`src/rtl/mode1_max_stream_if.sv`:
```
// Handshake and data bundle for the streaming max-reduction stage.
// The master drives the vector beats and the slave returns the reduced maximum.
interface mode1_max_stream_if #(
    parameter int DATAWIDTH = 16,
    parameter int CNT_W     = 8
);
    logic                 start;
    logic [CNT_W-1:0]     length;
    logic                 in_valid;
    logic                 in_ready;
    logic [DATAWIDTH-1:0] inp0;
    logic [DATAWIDTH-1:0] inp1;
    logic [DATAWIDTH-1:0] inp2;
    logic [DATAWIDTH-1:0] inp3;
    logic [DATAWIDTH-1:0] max_outp;
    logic                 max_valid;
    logic                 done;
    logic                 busy;

    modport master (
        output start, length, in_valid, inp0, inp1, inp2, inp3,
        input  in_ready, max_outp, max_valid, done, busy
    );

    modport slave (
        input  start, length, in_valid, inp0, inp1, inp2, inp3,
        output in_ready, max_outp, max_valid, done, busy
    );
endinterface

```
`src/rtl/mode1_max_stream.sv`:
```
// Streaming max reduction over 4-lane fp16 beats using integer ordering keys.
// Stage 1 reduces a beat to one element, stage 2 folds it into the running max.
module mode1_max_stream #(
    parameter int DATAWIDTH = 16,
    parameter int CNT_W     = 8
) (
    input logic               clk,
    input logic               reset,
    mode1_max_stream_if.slave bus
);
    localparam logic [DATAWIDTH-1:0] SIGN_BIT = {1'b1, {(DATAWIDTH-1){1'b0}}};
    localparam logic [DATAWIDTH-1:0] NEG_INF  = 16'hFC00;

    typedef enum logic [1:0] {IDLE, ACCUM, FLUSH} state_t;

    state_t               state;
    state_t               state_nx;
    logic                 accept;
    logic                 zero_start;
    logic                 run_start;
    logic [CNT_W-1:0]     beats_left;
    logic                 first;
    logic                 s1_v;
    logic [DATAWIDTH-1:0] s1_data;
    logic [DATAWIDTH-1:0] max_q;
    logic                 max_valid_q;
    logic                 done_q;
    logic [DATAWIDTH-1:0] m01;
    logic [DATAWIDTH-1:0] m23;
    logic [DATAWIDTH-1:0] beat_max;

    // Map fp16 bit patterns onto unsigned keys that follow IEEE total order.
    function automatic logic [DATAWIDTH-1:0] key(input logic [DATAWIDTH-1:0] x);
        return x[DATAWIDTH-1] ? ~x : (x ^ SIGN_BIT);
    endfunction

    // Lane tree: a later lane only wins on a strictly larger key.
    always_comb begin
        m01      = (key(bus.inp1) > key(bus.inp0)) ? bus.inp1 : bus.inp0;
        m23      = (key(bus.inp3) > key(bus.inp2)) ? bus.inp3 : bus.inp2;
        beat_max = (key(m23) > key(m01)) ? m23 : m01;
    end

    // State register.
    always_ff @(posedge clk or posedge reset) begin
        if (reset) state <= IDLE;
        else       state <= state_nx;
    end

    // Next-state decode and per-cycle control strobes.
    always_comb begin
        state_nx   = state;
        accept     = 1'b0;
        zero_start = 1'b0;
        run_start  = 1'b0;
        unique case (state)
            IDLE: begin
                if (bus.start) begin
                    if (bus.length == '0) begin
                        zero_start = 1'b1;
                    end else begin
                        run_start = 1'b1;
                        state_nx  = ACCUM;
                    end
                end
            end
            ACCUM: begin
                if (bus.in_valid) begin
                    accept = 1'b1;
                    if (beats_left == CNT_W'(1)) state_nx = FLUSH;
                end
            end
            FLUSH: state_nx = IDLE;
            default: state_nx = IDLE;
        endcase
    end

    // Datapath: beat register, running max fold and completion flags.
    always_ff @(posedge clk or posedge reset) begin
        if (reset) begin
            beats_left  <= '0;
            first       <= 1'b0;
            s1_v        <= 1'b0;
            s1_data     <= '0;
            max_q       <= '0;
            max_valid_q <= 1'b0;
            done_q      <= 1'b0;
        end else begin
            done_q <= zero_start || (state == FLUSH);
            s1_v   <= accept;
            if (accept) begin
                s1_data    <= beat_max;
                beats_left <= beats_left - CNT_W'(1);
            end
            if (s1_v) begin
                if (first) begin
                    max_q <= s1_data;
                    first <= 1'b0;
                end else if (key(s1_data) > key(max_q)) begin
                    max_q <= s1_data;
                end
            end
            if (state == FLUSH) max_valid_q <= 1'b1;
            if (zero_start) begin
                max_q       <= NEG_INF;
                max_valid_q <= 1'b1;
            end
            if (run_start) begin
                beats_left  <= bus.length;
                first       <= 1'b1;
                max_valid_q <= 1'b0;
            end
        end
    end

    assign bus.in_ready  = (state == ACCUM);
    assign bus.max_outp  = max_q;
    assign bus.max_valid = max_valid_q;
    assign bus.done      = done_q;
    assign bus.busy      = (state != IDLE) || done_q;
endmodule

```
`src/flat_wrapper.sv`:
```
// flat-port wrapper written by rule: the top's interface ports become plain ports
module mode1_max_stream_flat 
#(
    parameter int DATAWIDTH = 16,
    parameter int CNT_W     = 8
)
  (clk, reset, bus_start, bus_length, bus_in_valid, bus_inp0, bus_inp1, bus_inp2, bus_inp3, bus_in_ready, bus_max_outp, bus_max_valid, bus_done, bus_busy);
  mode1_max_stream_if #(.DATAWIDTH(DATAWIDTH), .CNT_W(CNT_W)) bus_i ();
  input logic clk;
  input logic reset;
  input wire logic [$bits(bus_i.start)-1:0] bus_start;
  input wire logic [$bits(bus_i.length)-1:0] bus_length;
  input wire logic [$bits(bus_i.in_valid)-1:0] bus_in_valid;
  input wire logic [$bits(bus_i.inp0)-1:0] bus_inp0;
  input wire logic [$bits(bus_i.inp1)-1:0] bus_inp1;
  input wire logic [$bits(bus_i.inp2)-1:0] bus_inp2;
  input wire logic [$bits(bus_i.inp3)-1:0] bus_inp3;
  output wire logic [$bits(bus_i.in_ready)-1:0] bus_in_ready;
  output wire logic [$bits(bus_i.max_outp)-1:0] bus_max_outp;
  output wire logic [$bits(bus_i.max_valid)-1:0] bus_max_valid;
  output wire logic [$bits(bus_i.done)-1:0] bus_done;
  output wire logic [$bits(bus_i.busy)-1:0] bus_busy;
  assign bus_i.start = bus_start;
  assign bus_i.length = bus_length;
  assign bus_i.in_valid = bus_in_valid;
  assign bus_i.inp0 = bus_inp0;
  assign bus_i.inp1 = bus_inp1;
  assign bus_i.inp2 = bus_inp2;
  assign bus_i.inp3 = bus_inp3;
  assign bus_in_ready = bus_i.in_ready;
  assign bus_max_outp = bus_i.max_outp;
  assign bus_max_valid = bus_i.max_valid;
  assign bus_done = bus_i.done;
  assign bus_busy = bus_i.busy;
  mode1_max_stream #(.DATAWIDTH(DATAWIDTH), .CNT_W(CNT_W)) u_core (.clk(clk), .reset(reset), .bus(bus_i));
endmodule
```
`config.mk`:
```
export PLATFORM = sky130hd
export DESIGN_NAME = mode1_max_stream_flat
export DESIGN_NICKNAME = d
export VERILOG_FILES = /design/src/rtl/mode1_max_stream_if.sv /design/src/rtl/mode1_max_stream.sv /design/src/flat_wrapper.sv
export SDC_FILE = /design/constraint.sdc
export NUM_CORES = 1
export LEC_CHECK = 0
export BUFFER_PORTS_ARGS = -buffer_cell sky130_fd_sc_hd__buf_2
export CORE_MARGIN = 1
export CORE_UTILIZATION = 25
export CTS_CLUSTER_DIAMETER = 80
export DETAILED_ROUTE_END_ITERATION = 10
export PLACE_DENSITY_LB_ADDON = 0.12
export SYNTH_ARGS = -nofsm -noshare
export SYNTH_HDL_FRONTEND = slang
export SYNTH_SLANG_ARGS = --single-unit
```
`constraint.sdc`:
```
create_clock -name clk -period 6.3 [get_ports clk]
set_input_delay 0.63 -clock clk [delete_from_list [all_inputs] [get_ports clk]]
set_output_delay 0.63 -clock clk [all_outputs]
set_load 0.005 [all_outputs]
```
## After elaboration in Yosys (flattened, before gate mapping)

Cells that the tools add are included.
W data, S select, Z words.

| storage, ports and cells | value |
|---|---|
| flip-flop bits (word level) | 46 |
| input port bits | 76 |
| word-level logic and storage cells | 83 |

| operators by class | value |
|---|---|
| $add $sub $neg | 1 |
| $lt $le $gt $ge | 4 |
| equal/unequal tests | 7 |
| mux-type cells | 35 |
| bitwise gates (word level) | 16 |
| reductions and logical operators | 12 |

Operators by type and width:

| operator | count |
|---|---|
| $mux W16 | 15 |
| $not A16 Y16 | 8 |
| $gt A16 B16 Y1 | 4 |
| $mux W8 | 2 |
| $mux W1 | 13 |
| $eq A8 B1 Y1 const B | 1 |
| $logic_not A8 Y1 | 1 |
| $mux W2 | 4 |
| $not A1 Y1 | 8 |
| $reduce_bool A2 Y1 | 4 |
| $sub A8 B1 Y8 const B | 1 |
| $ne A2 B2 Y1 const B | 3 |
| $reduce_bool A3 Y1 | 2 |
| $pmux W2 S2 | 1 |
| $reduce_and A4 Y1 | 1 |
| $eq A2 B1 Y1 const B | 1 |
| $eq A2 B2 Y1 const B | 1 |
| $logic_not A2 Y1 | 1 |
| $logic_or A1 B1 Y1 | 2 |
| $ne A2 B1 Y1 const B | 1 |
| $reduce_and A2 Y1 | 1 |

## Logic depth before layout (Yosys ltp)

Gate-level depths: netlist of the first run.

| depth | value |
|---|---|
| depth after elaboration | 8 |
| depth in mapped cells | 21 |
| mapped depth without buffers | 16 |

## Worst setup path after synthesis of the first run

OpenSTA, ideal clock, no wires.

| timing path | value |
|---|---|
| path kind | input to register |
| from | input bus_inp0[15] |
| to | register u_core.s1_data[1] |
| library setup time | 80 ps |
| arrival | 5,419 ps |
| setup slack | 801 ps |
| stages on the path | 18 |
| cell sequence | clkbuf_1 > clkbuf_1 > xnor2_1 > ha_1 > nand4_1 > or4_4 > o31ai_4 > mux2i_4 > buf_2 > xnor2_1 > ha_1 > and4_1 > a311o_1 > a31oi_1 > a31oi_1 > o2bb2ai_4 > buf_6 > mux2i_1 |

| between the ends | value |
|---|---|
| word-level cells in the longest chain between the ends | 8 |
| elaborated cells between the ends (all ways) | 10 |

RTL lines:

| element | line | source |
|---|---|---|
| start: declaration | flat_wrapper.sv:14 | `input wire logic [$bits(bus_i.inp0)-1:0] bus_inp0;` |
| $not A1 Y1 (no source line) / $not A16 Y16 (equally long branches) | n/a |  |
| $mux W16 | mode1_max_stream.sv:34 | `return x[DATAWIDTH-1] ? ~x : (x ^ SIGN_BIT);` |
| $gt A16 B16 Y1 | mode1_max_stream.sv:39 | `m01 = (key(bus.inp1) > key(bus.inp0)) ? bus.inp1 : bus.inp0;` |
| $mux W16 (*) | mode1_max_stream.sv:39 |  |
| $not A16 Y16 / $not A1 Y1 (equally long branches) | n/a |  |
| $mux W16 | mode1_max_stream.sv:34 |  |
| $gt A16 B16 Y1 | mode1_max_stream.sv:41 | `beat_max = (key(m23) > key(m01)) ? m23 : m01;` |
| $mux W16 (*) | mode1_max_stream.sv:41 |  |
| end signal: assignment | mode1_max_stream.sv:92 | `s1_data <= beat_max;` |
| end: declaration | mode1_max_stream.sv:24 | `logic [DATAWIDTH-1:0] s1_data;` |

Mark *: on every way between the ends. The rest lies on a longest branch, timed or not.
A chain may end at the register's enable or synchronous reset.

## Final worst setup path of the first run

| timing path | value |
|---|---|
| from | input bus_inp0[15] |
| to | register u_core.s1_data[14] |

Same word-level chain as after synthesis.

==> flow_summary_export.csv, run 1 <==
group,metric,value,unit
placement,gp_congestion,0.782,
clock_network,ctsHoldBuffers,0,
sta,tightest_slew,1.01,ns
power,intPower,1.29,mW
sta,slew_viol_final,0,
worst_setup_path,crit_buf_inv,2,
status,status,"complete, no violations",
clock_network,cts_resized,0,
logic_synthesis,synth_edf_count,0,
floorplan,die-area,20600,sq um
logic_synthesis,netlist_area,5000,sq um
logic_synthesis,synth_cells,523,
logic_synthesis,synth_nets,664,
floorplan,die_y,143,um
worst_setup_path,cp.required,6.51,ns
sta,period_share,88.3,%
global_route,grt_max_degree,47,
job,cap_viol_max_count,0,
logic_synthesis,yosysWarnings,0,
detailed_routing,viasPerCell,4.60,
finish,final_nets,746,
worst_hold_path,hold_path.class,"reg -> reg",
worst_setup_path,cp_cell_sequence,"buf_2, xnor2_1, ha_1, nor2b_1, o211ai_1, a2111oi_2, o31ai_4, mux2i_4, buf_4, xor2_1, ha_1, nand4_1, nor3_1, a311o_1, a31oi_1, a31oi_1, o2bb2ai_4, mux2i_1",
detailed_routing,antenna_left,0,
sta,finalSetupViolCount,0,
sta,rsz0062_at_grt,"false",
power,power.switching,989,uW
floorplan,die_x,143,um
clock_network,cts_max_level,2,
sta,hold_viol,0,
power,pwr-share-clk,13.5,%
power,power_frac_comb,59.3,%
worst_setup_path,slowest_stage,"o31ai_4",
global_route,grt_pass1_wl,21000,um
power,p_per_area,386,nW/um^2
logic_synthesis,synth-seq-cells,46,
placement,io_buffers,95,
worst_setup_path,start_kind,"input pin",
detailed_routing,drc_errors,0,
floorplan,io_pins,96,
clock_network,clock-sinks,46,
detailed_routing,wl,13400,um
clock_network,post-cts-setup-buffers,0,
worst_setup_path,endpoint_kind,"register",
sta,hold_slack,0.477,ns
detailed_routing,drtPass1Iterations,4,
sta,setup_tns,0,ns
power,power.share.switching,43.4,%
clock_network,cts.reportedPaths.clkPinSlew,0.07,ns
global_route,track_usage,13.3,%
clock_network,cts_buffer_depth,2,
finish,antenna_cells,0,
clock_network,tritoncts,"yes",
logic_synthesis,synthArstFlopShare,100,%
worst_setup_path,cp_max_fo,17,
worst_setup_path,crit_family,"compound AO/OA/AOI/OAI gates",
sta,layout_min_cycle_time,5.56,ns
detailed_routing,via_count,4009,
clock_network,cts_buffers,5,
sta,slew_headroom,32.9,%
global_route,grt_pass1_vias,4006,
finish,area_growth,18.2,%
logic_synthesis,ys.flop_type,"dfrtp_1",
finish,drive_above_1_share,20.6,%
worst_setup_path,max_stage_delay,0.85,ns
power,p_leak,2.75,nW
global_route,overflow,0,
logic_synthesis,ys_seq_area_share,23.0,%
placement,place_hpwl,10900,um
sta,fmax,180,MHz
logic_synthesis,synth.avg_cell_area,9.56,sq um
detailed_routing,wl_per_cell,15.3,um
power,ir_drop,125,uV
floorplan,start_util,25.6,%
power,seqPwrFrac,27.2,%
floorplan,rows,51,
floorplan,core-area,19500,sq um
logic_synthesis,ys_types,50,
clock_network,insertion_delay,0.29,ns
worst_setup_path,critPathArrivalTime,5.77,ns
clock_network,root_buffer,"clkbuf_16",
sta,skew,0.00437,ns
worst_setup_path,timing_worst_setup_path_type,"in -> reg",
global_route,antenna_found_initial,0,
detailed_routing,drt_iter0_drc,138,
[per-layer routing]
| layer | global-route usage [%] | vias to the layer above | wire (um) |
|---|---|---|---|
| met3 | 1.80 | 15 | 371 |
| met2 | 21.5 | 62 | 6110 |
| li1 | - | 2031 | - |
| met4 | 4.14 | 0 | 291 |
| met1 | 18.2 | 1901 | 6600 |
| met5 | 0 | - | 0 |
[cell type report]
cell class	instances	area, sq um
timing repair buffer	100	513
sequential	46	1150
inverter	13	48.8
fill	2120	13600
clock inverter	3	45.0
tap	265	332
clock buffer	5	125
multi-input combinational	439	3690
[cells by family after synthesis]
group                      Yosys count  share of synthesized area (%)
AOI/OAI and AO/OA                   80                           11.7
xor gates and xnor gates           124                           21.7
adders and majority gates           65                           16.3
buffers and inverters               38                           3.18
DFF                                 46                           23.0
muxes                               69                           14.3
and+or+nand+nor                    101                           9.76
[synth_stat cells (13+ instances only)]
cell type,instances,area (sq um)
xor2_1,69,604
ha_1,65,813
mux2i_1,60,601
xnor2_1,55,482
dfrtp_1,46,1150
nand2_1,34,128
nor2_1,22,82.6
a21oi_1,20,100
clkbuf_1,15,56.3
inv_1,13,48.8
nand4_1,13,81.3
o21ai_0,13,65.1
[metrics by stage]
stage               instance area (sq um)  power [mW]  utilization [%]  std cells  setup slack [ns]
finish                               5910        2.28             30.3        871             0.740
global route                         5910        2.52             30.3        871             0.364
detailed placement                   5740        2.00             29.4        863             0.443
global placement                     5740        1.97             29.4        863             0.554
floorplan                            5000        1.61                -        523             0.801
CTS                                  5910        2.32             30.3        871             0.715
[placed cells by master, fill, tap and decap left out, drive strengths merged, types with 2 or more instances in the layout]
cell type	instances
buf	100
clkbuf	5
nor2	22
nor4	4
o21ai	14
o211ai	6
a21oi	20
a21o	4
a211oi	2
dfrtp	46
o2bb2ai	2
clkinvlp	2
xnor2	55
inv	13
a22oi	2
nand4	13
nand3	7
nor3b	2
nor3	6
a221o	4
nor2b	6
o21a	12
mux2	8
o31ai	4
a31oi	2
nand2	34
xor2	69
mux2i	61
and4	2
ha	65
[power groups by stage]
| stage | combinational (mW) | sequential [mW] | clock (mW) |
|---|---|---|---|
| detailed placement | 1.37 | 0.628 | 0 |
| global route | 1.55 | 0.645 | 0.325 |
| floorplan | 1.06 | 0.552 | 0 |
| finish | 1.35 | 0.620 | 0.307 |
| CTS | 1.38 | 0.623 | 0.316 |
| global placement | 1.35 | 0.625 | 0 |
[state kept, by name, summed over array words and instances (netlist names)]
register,flops
u_core.bus.max_valid,1
u_core.first,1
u_core.beats_left,8
u_core.bus.done,1
u_core.bus.max_outp,16
u_core.s1_v,1
u_core.s1_data,16
u_core.state,2
[worst paths after layout]
| path | slack, ns | from | cells past startpoint | endpoint |
|---|---|---|---|---|
| max | 0.74 | bus_inp0[15] | 18 | u_core.s1_data[14] |
| max reg2reg | 2.89 | u_core.bus.max_outp[15] | 10 | u_core.bus.max_outp[5] |
| max in group asynchronous | 5.09 | reset | 2 | u_core.bus.max_outp[13] |
| min | 0.48 | u_core.s1_v | 1 | u_core.first |
| min reg2reg | 0.48 | u_core.s1_v | 1 | u_core.first |
| min in group asynchronous | 0.57 | reset | 2 | u_core.bus.max_outp[0] |
Note: power is estimated with default switching activity, not from simulation.
==> inputs of run 2 (changes only) <==
Settings changed: CORE_UTILIZATION 25 to 50.
==> flow_summary_export.csv, run 2 (synthesized netlist as in run 1, its figures left out) <==
group,metric,value,unit
status,status,"complete, no violations",
placement,io_buffers,95,
sta,slew_headroom,36.3,%
global_route,grt_max_degree,47,
power,ir_drop,177,uV
global_route,overflow,0,
worst_setup_path,critPathArrivalTime,6.00,ns
finish,post-route-util,58.4,%
sta,layout_min_cycle_time,5.79,ns
placement,pre_cts_slack,0.202,ns
floorplan,die_x,102,um
worst_setup_path,max_stage_delay,0.78,ns
finish,antenna_cells,0,
job,cap_viol_max_count,0,
floorplan,io_pins,96,
sta,setup_slack,0.511,ns
clock_network,cts_resized,0,
floorplan,start_util,51.4,%
detailed_routing,drc_errors,0,
sta,period_share,91.9,%
finish,drive_above_1_share,20.7,%
floorplan,die-area,10400,sq um
worst_setup_path,slowest_stage,"o31ai_4",
clock_network,tritoncts,"yes",
global_route,grt_pass1_wl,19200,um
finish,mostFrequentLayoutCells,"buf_2, xor2_1, ha_1",
sta,fmax,173,MHz
detailed_routing,via_count,4101,
worst_setup_path,cp.required,6.51,ns
global_route,antenna_found_initial,0,
sta,tightest_slew,0.955,ns
floorplan,die_y,102,um
finish,fill_cells,911,
worst_setup_path,start_kind,"input pin",
clock_network,cts_buffer_depth,2,
power,p_leak,2.72,nW
worst_setup_path,cp_max_fo,16,
clock_network,insertion_delay,0.31,ns
global_route,track_usage,23.6,%
clock_network,clock-sinks,46,
worst_setup_path,reg2regPathDepth,10,
sta,rsz0062_at_grt,"false",
detailed_routing,drt_iter0_drc,151,
worst_setup_path,endpoint_kind,"register",
clock_network,post-cts-setup-buffers,0,
worst_setup_path,cp_cell_sequence,"buf_2, buf_4, xor2_1, ha_1, nand4_1, nor2_1, o2bb2ai_1, o31ai_4, mux2i_4, xor2_1, ha_1, nand4_1, nor3_1, o21ai_0, a31oi_1, a31oi_1, o2bb2ai_4, mux2i_1",
worst_setup_path,crit_buf_inv,2,
worst_hold_path,hold_path.class,"in -> async",
detailed_routing,viasPerCell,5.53,
detailed_routing,wl_per_cell,15.8,um
clock_network,cts_max_level,2,
sta,slew_viol_final,0,
worst_setup_path,crit_family,"compound AO/OA/AOI/OAI gates",
finish,final_nets,748,
finish,layout_commonest_cell,"buf_2",
detailed_routing,antenna_left,0,
floorplan,rows,36,
power,p_per_area,377,nW/um^2
clock_network,root_buffer,"clkbuf_8",
worst_setup_path,rr_startpoint,"u_core.s1_data[15]",
clock_network,cts_buffers,5,
worst_setup_path,reg2reg_slack,3.12,ns
sta,hold_viol,0,
worst_setup_path,timing_worst_setup_path_type,"in -> reg",
sta,setup_tns,0,ns
placement,gp_congestion,0.889,
global_route,grt_pass1_vias,4014,
clock_network,cts.reportedPaths.clkPinSlew,0.11,ns
sta,skew,0.0260,ns
sta,finalSetupViolCount,0,
clock_network,ctsHoldBuffers,0,
floorplan,core-area,9730,sq um
worst_setup_path,r2r_end,"u_core.bus.max_outp[11]",
detailed_routing,wl,11700,um
detailed_routing,drtPass1Iterations,4,
placement,place_hpwl,9490,um
finish,area_growth,13.7,%
[run 2: layout make-up]
| class | count | area (sq um) | share of cell area (%) |
|---|---|---|---|
| clock buffers | 5 | 68.8 | 1.21 |
| clock inverters | 3 | 23.8 | 0.419 |
| inverters | 13 | 48.8 | 0.859 |
| multi-input cells | 439 | 3690 | 65.0 |
| flip-flops and latches | 46 | 1150 | 20.3 |
| well taps | 133 | 166 | 2.93 |
| repair buffers | 102 | 528 | 9.30 |
[run 2: worst max-delay path by stage]
| stage | to | slack [ns] | depth (start not counted) | start |
|---|---|---|---|---|
| 4_1_cts | u_core.s1_data[9] | 0.50 | 18 | bus_inp1[15] |
| 5_1_grt | u_core.s1_data[9] | 0.13 | 18 | bus_inp1[15] |
| 2_1_floorplan | u_core.s1_data[1] | 0.80 | 18 | bus_inp0[15] |
| 3_3_place_gp | u_core.s1_data[11] | 0.42 | 18 | bus_inp1[15] |
| 3_5_place_dp | u_core.s1_data[9] | 0.20 | 18 | bus_inp1[15] |
| 6_report | u_core.s1_data[9] | 0.51 | 18 | bus_inp1[15] |
[run 2: worst register-to-register path: stages (launching register included)]
cell and delay [ns]:
dfrtp_1 0.94, xor2_1 0.18, ha_1 0.37, a21o_1 0.16
a21o_1 0.16, a21oi_1 0.15, o211ai_1 0.14, o221ai_2 0.33
buf_4 0.33, mux2i_1 0.23, nand2_1 0.06
[run 2: power by group]
group / leakage (nW) / internal [mW] / switching, mW
registers: 0.556 / 0.436 / 0.175
clock network: 0.0408 / 0.0795 / 0.109
logic: 2.13 / 0.666 / 0.674
total: 2.72 / 1.18 / 0.959
[run 2: layer usage]
metal / track usage (%) / part of all wire, % / up-vias
met2: 39.9 / 47 / 96
met1: 32.5 / 49 / 1968
li1: - / - / 2028
met5: 0 / 0 / -
met4: 4.95 / 0.95 / 0
met3: 2.46 / 3.0 / 9
[run 2: through the flow]
stage | hold WS [ns] | std cells | power (mW) | instance area (sq um)
floorplan | 0.423 | 523 | 1.61 | 5000
global placement | 0.461 | 733 | 1.91 | 5590
detailed placement | 0.459 | 733 | 1.96 | 5590
CTS | 0.460 | 741 | 2.15 | 5680
global route | 0.477 | 741 | 2.37 | 5680
finish | 0.437 | 741 | 2.14 | 5680
